===== src/rtl/uart_tx_fifo.sv =====
// Buffered UART transmitter: a DEPTH-entry FIFO feeding a start/data/parity/stop framer.
// Start bit is one cycle after a write to an idle block; writes to a full FIFO are dropped and raise ovf.
module uart_tx_fifo #(
  parameter int CLK_DIV   = 16,
  parameter int DATA_W    = 8,
  parameter int DEPTH     = 4,
  parameter int PARITY    = 0,
  parameter int STOP_BITS = 1
) (
  input  logic                   clk,
  input  logic                   reset,
  input  logic                   we,
  input  logic [DATA_W-1:0]      wdata,
  input  logic                   clr_ovf,
  output logic                   full,
  output logic                   empty,
  output logic [$clog2(DEPTH):0] count,
  output logic                   busy,
  output logic                   ovf,
  output logic                   TxD
);

  localparam int AW = $clog2(DEPTH);
  localparam int CW = AW + 1;
  localparam int TW = (CLK_DIV > 1) ? $clog2(CLK_DIV) : 1;
  localparam int BW = $clog2(DATA_W);

  typedef enum logic [2:0] {
    S_IDLE,
    S_START,
    S_DATA,
    S_PARITY,
    S_STOP
  } state_t;

  logic [DATA_W-1:0] mem [DEPTH];
  logic [AW-1:0]     rd_ptr;
  logic [AW-1:0]     wr_ptr;
  logic [DATA_W-1:0] head;
  logic              pop;
  logic              wr_ok;

  state_t            state_q, state_d;
  logic [TW-1:0]     timer_q, timer_d;
  logic [BW-1:0]     bitcnt_q, bitcnt_d;
  logic              stop_q, stop_d;
  logic [DATA_W-1:0] shreg_q, shreg_d;
  logic              par_q, par_d;
  logic              txd_q, txd_d;
  logic              tc;
  logic              stop_last;
  logic              load;

  assign head  = mem[rd_ptr];
  assign full  = (count == CW'(DEPTH));
  assign empty = (count == '0);
  // A pop frees a slot in the same cycle, so a write to a full FIFO is still taken.
  assign wr_ok = we && (!full || pop);

  always_ff @(posedge clk) begin
    if (wr_ok) mem[wr_ptr] <= wdata;
  end

  always_ff @(posedge clk or negedge reset) begin
    if (!reset) begin
      rd_ptr <= '0;
      wr_ptr <= '0;
      count  <= '0;
      ovf    <= 1'b0;
    end else begin
      if (wr_ok) wr_ptr <= wr_ptr + 1'b1;
      if (pop)   rd_ptr <= rd_ptr + 1'b1;
      if (wr_ok && !pop)      count <= count + 1'b1;
      else if (!wr_ok && pop) count <= count - 1'b1;
      if (we && !wr_ok)  ovf <= 1'b1;
      else if (clr_ovf)  ovf <= 1'b0;
    end
  end

  assign tc        = (timer_q == TW'(CLK_DIV - 1));
  assign stop_last = (STOP_BITS == 2) ? stop_q : 1'b1;

  // txd_d is the line level for the next cycle, so TxD comes straight off a flop.
  always_comb begin
    state_d  = state_q;
    timer_d  = timer_q;
    bitcnt_d = bitcnt_q;
    stop_d   = stop_q;
    shreg_d  = shreg_q;
    par_d    = par_q;
    txd_d    = txd_q;
    pop      = 1'b0;
    load     = 1'b0;

    if (state_q != S_IDLE) timer_d = tc ? '0 : timer_q + 1'b1;

    case (state_q)
      S_IDLE: begin
        timer_d = '0;
        txd_d   = 1'b1;
        if (!empty) load = 1'b1;
      end
      S_START: begin
        if (tc) begin
          state_d  = S_DATA;
          bitcnt_d = '0;
          txd_d    = shreg_q[0];
        end
      end
      S_DATA: begin
        if (tc) begin
          if (bitcnt_q == BW'(DATA_W - 1)) begin
            if (PARITY != 0) begin
              state_d = S_PARITY;
              txd_d   = par_q;
            end else begin
              state_d = S_STOP;
              stop_d  = 1'b0;
              txd_d   = 1'b1;
            end
          end else begin
            bitcnt_d = bitcnt_q + 1'b1;
            shreg_d  = shreg_q >> 1;
            txd_d    = shreg_q[1];
          end
        end
      end
      S_PARITY: begin
        if (tc) begin
          state_d = S_STOP;
          stop_d  = 1'b0;
          txd_d   = 1'b1;
        end
      end
      S_STOP: begin
        if (tc) begin
          if (stop_last) begin
            if (!empty) begin
              load = 1'b1;
            end else begin
              state_d = S_IDLE;
              txd_d   = 1'b1;
            end
          end else begin
            stop_d = 1'b1;
          end
        end
      end
      default: begin
        state_d = S_IDLE;
        txd_d   = 1'b1;
      end
    endcase

    if (load) begin
      pop     = 1'b1;
      state_d = S_START;
      timer_d = '0;
      shreg_d = head;
      par_d   = (^head) ^ (PARITY == 2);
      txd_d   = 1'b0;
    end
  end

  always_ff @(posedge clk or negedge reset) begin
    if (!reset) begin
      state_q  <= S_IDLE;
      timer_q  <= '0;
      bitcnt_q <= '0;
      stop_q   <= 1'b0;
      shreg_q  <= '0;
      par_q    <= 1'b0;
      txd_q    <= 1'b1;
    end else begin
      state_q  <= state_d;
      timer_q  <= timer_d;
      bitcnt_q <= bitcnt_d;
      stop_q   <= stop_d;
      shreg_q  <= shreg_d;
      par_q    <= par_d;
      txd_q    <= txd_d;
    end
  end

  assign busy = (state_q != S_IDLE);
  assign TxD  = txd_q;

endmodule


===== config.mk =====
export PLATFORM = sky130hd
export DESIGN_NAME = uart_tx_fifo
export DESIGN_NICKNAME = d
export VERILOG_FILES = /design/src/rtl/uart_tx_fifo.sv
export SDC_FILE = /design/constraint.sdc
export NUM_CORES = 1
export LEC_CHECK = 0
export BUFFER_PORTS_ARGS = -buffer_cell sky130_fd_sc_hd__buf_4
export CAP_MARGIN = 20
export CORE_MARGIN = 2
export CORE_UTILIZATION = 30
export DETAILED_ROUTE_END_ITERATION = 7
export PLACE_DENSITY = 0.55
export SETUP_SLACK_MARGIN = 0.15
export SYNTH_ARGS = -nofsm -noshare
export SYNTH_HDL_FRONTEND = slang
export SYNTH_SLANG_ARGS = --single-unit

===== constraint.sdc =====
create_clock -name clk -period 2.5 [get_ports clk]
set_input_delay 0.375 -clock clk [delete_from_list [all_inputs] [get_ports clk]]
set_output_delay 0.375 -clock clk [all_outputs]
set_load 0.03 [all_outputs]

==> qor.yml <==
outcome: "finished clean"
power_mw: 3.77
crit_top_cell: "inv_2"
worst_setup_path_start_kind: "flop"
relSlewSlack_pct: 59.9
p_sw_mw: 1.30
coreArea_um2: 8260
worstMarginPinSlew_ns: 0.602
dp.cells: 302
period_needed_ns: 2.26
hold_violations: 0
clockPowerShare_pct: 22.9
fin_ws_ns: 0.235
ir_worst_vdd_uv: 485
synth_area_leaders: "edfxtp_1 (37%), dfrtp_1 (25%), mux4_2 (7.0%)"
grt_pass1_wl_mm: 8.01
ys_types: 41
max-cap-violations: 0
num_vias: 1504
drive_gt1_share_pct: 32.7
crit_chain: "ha_4, nand3_4, a2111oi_4, inv_2, a21bo_4, inv_2, ha_4, inv_2, fa_2, xor2_1, nor2_1, xor2_1"
cts_tree: "yes"
finalCritPeriodShare_pct: 90.6
drt_first_pass_iters: 5
n_fill_cell: 804
synth-edff-count: 32
cts_buffers: 9
synth_common_cells: "edfxtp_1 (32), dfrtp_1 (26), nand2_1 (12)"
power.internal_mw: 2.47
cp_max_fo: 2
die_y_um: 96.7
setup_viol: 0
area_delta_synth_final_pct: 23.1
critPathCaptureType: "flop"
vias_per_cell: 4.67
cts_buffer_depth: 2
die_x_um: 96.7
clk_pin_slew_ns: 0.07
syn_avg_cell_area_um2: 14.5
finalNonFillerCells: 322
arrival_ns: 2.52
setup_tns_ns: 0
cp_slowest_cell: "dfrtp_1"
num_io_pins: 20
insertion_delay_ns: 0.34
dp_hpwl_mm: 3.07
crit_required_ns: 2.76
htreeDepth: 3
seqPwrFrac_pct: 42.9
sw_frac_of_total_pct: 34.4
fmax_ghz: 0.442
drt-total-wl_mm: 4.60
synth_most_common_cell: "edfxtp_1"
syn_nets: 199
ys.flop_type: "edfxtp_1"
place.gp.congestion: 0.723
hold_class: "input port to flop"
antenna_found_initial: 0
yosys_warnings: 0
register_area_um2: 1640
finClkSkew_ns: 0.0132
synth_top_cell_by_area: "edfxtp_1"
critical_path.max_stage_delay_ns: 0.40
place_ws_ns: 0.0875
initial_core_util_pct: 31.2
drtAntennaViolNets: 0
power_density_nw_per_um2: 1190
syn_inst: 178
drv_slew: 0
p_comb_share_pct: 34.2
grt_start_max_net_pins: 28
wl_per_cell_um: 14.3
num_antenna_cells: 0
globalRoute.totalOverflow: 0
numPortBuffers: 19
grt_usage_pct: 11.0
p_leak_nw: 1.28
cts_sinks: 59
syn-cell-area_um2: 2580
async_reset_ff_share_pct: 45.8
crit_type: "flop to flop"
remaining_drc_errors: 0
rsz0062_at_grt: "yes"
core.rowCount: 33
multiInputGateArea_um2: 943
grt_pass1_vias: 1607
ys_seq_elements: 59
fin_nets: 233
die_area_um2: 9350
yosysSeqAreaShare_pct: 63.5
synth_top_area_share_pct: 37.3
first_iter_violations: 55
cts-root-buf: "clkbuf_8"
==> flip-flops by register name (all words and copies together) (netlist names) <==
| name | count |
|---|---|
| bitcnt_q | 3 |
| TxD | 1 |
| shreg_q | 8 |
| wr_ptr | 2 |
| ovf | 1 |
| mem | 32 |
| count | 3 |
| rd_ptr | 2 |
| state_q | 3 |
| timer_q | 4 |
==> power by group through the flow <==
stage | Sequential [mW] | Combinational, mW | Clock (mW)
2_1_floorplan | 1.59 | 0.904 | 0
3_3_place_gp | 1.62 | 1.26 | 0
3_5_place_dp | 1.63 | 1.27 | 0
4_1_cts | 1.63 | 1.31 | 0.892
5_1_grt | 1.67 | 1.45 | 0.939
6_report | 1.62 | 1.29 | 0.864
==> logic make-up (layout without fill, tap and decap cells) <==
group | after synthesis | count (layout) | synth area share (%)
simple gates | 45 | 45 | 9.41
compound gates | 32 | 32 | 9.17
mux | 11 | 11 | 8.39
fa+ha+maj | 9 | 9 | 4.66
buf+inv | 14 | 53 | 2.13
xor+xnor | 8 | 8 | 2.72
flops | 59 | 59 | 63.5
==> layout by cell type (no fill, tap or decap), types with 2 or more instances in the layout <==
cell type and instances:
nand3_1 3, ha_1 6, a21oi_1 5, dfrtp_2 3
o21ai_0 9, xor2_1 4, nor3_1 2, ha_4 2
nand2_1 12, inv_2 3, and3b_1 2, nor2_1 7
a22o_1 6, dfrtp_1 23, xnor2_1 4, nor2b_1 3
and3_1 6, clkinv_4 2, edfxtp_1 32, mux4_2 8
a21o_1 6, clkbuf_8 9, buf_4 30, clkinvlp_4 2
inv_1 3
==> layout make-up <==
cell class	count	share of cell area, %
multi-input cells	105	29.7
repair buffers	31	7.41
clock buffers	9	3.90
inverters	6	0.710
clock inverters	7	2.40
well taps	105	4.14
flip-flops and latches	59	51.7
==> critical path, delay by kind of cell (launching register included) <==
family	cells	cell delay (ns)
XOR/XNOR	2	0.28
AND/OR/NAND/NOR	2	0.20
adder cells (fa/ha/maj)	3	0.62
flip-flops	1	0.40
buffers and inverters	3	0.16
AO/OA/AOI/OAI	2	0.54
==> through the flow <==
step / hold WS [ns] / util [%] / area (um^2)
global placement: 0.319 / 35.4 / 2920
floorplan: 0.0794 / - / 2620
detailed placement: 0.319 / 35.4 / 2920
global route: 0.213 / 38.4 / 3170
finish: 0.230 / 38.4 / 3170
CTS: 0.212 / 38.4 / 3170
==> path summary, 6_finish.rpt <==
path	startpoint	endpoint	slack [ns]	cells after the start
worst max-delay path	timer_q[0]	count[2]	0.24	12
worst min-delay path	wdata[6]	mem[0][6]	0.23	1
worst max register to register	timer_q[0]	count[2]	0.24	12
worst min register to register	shreg_q[0]	shreg_q[0]	0.48	1
max in group asynchronous	reset	TxD	1.70	2
min in group asynchronous	reset	ovf	0.49	2
==> timing repair <==
item | CTS | global route
setup buffers | 3 | 0
resized for setup | 2 | 0
hold endpoints to repair | 26 | 0
hold buffers | 1 | 0
cloned | 0 | 0
endpoints found under the setup margin | 2 | 2
pin swaps | 6 | 5
==> layer usage <==
layer / GRT usage, % / share of wire (%) / up-vias
met1: 13.8 / 47 / 740
met5: 0 / 0 / -
li1: - / - / 730
met3: 4.05 / 3.7 / 7
met4: 4.88 / 1.4 / 0
met2: 17.0 / 48 / 27
Note: power is estimated with default switching activity, not from simulation.
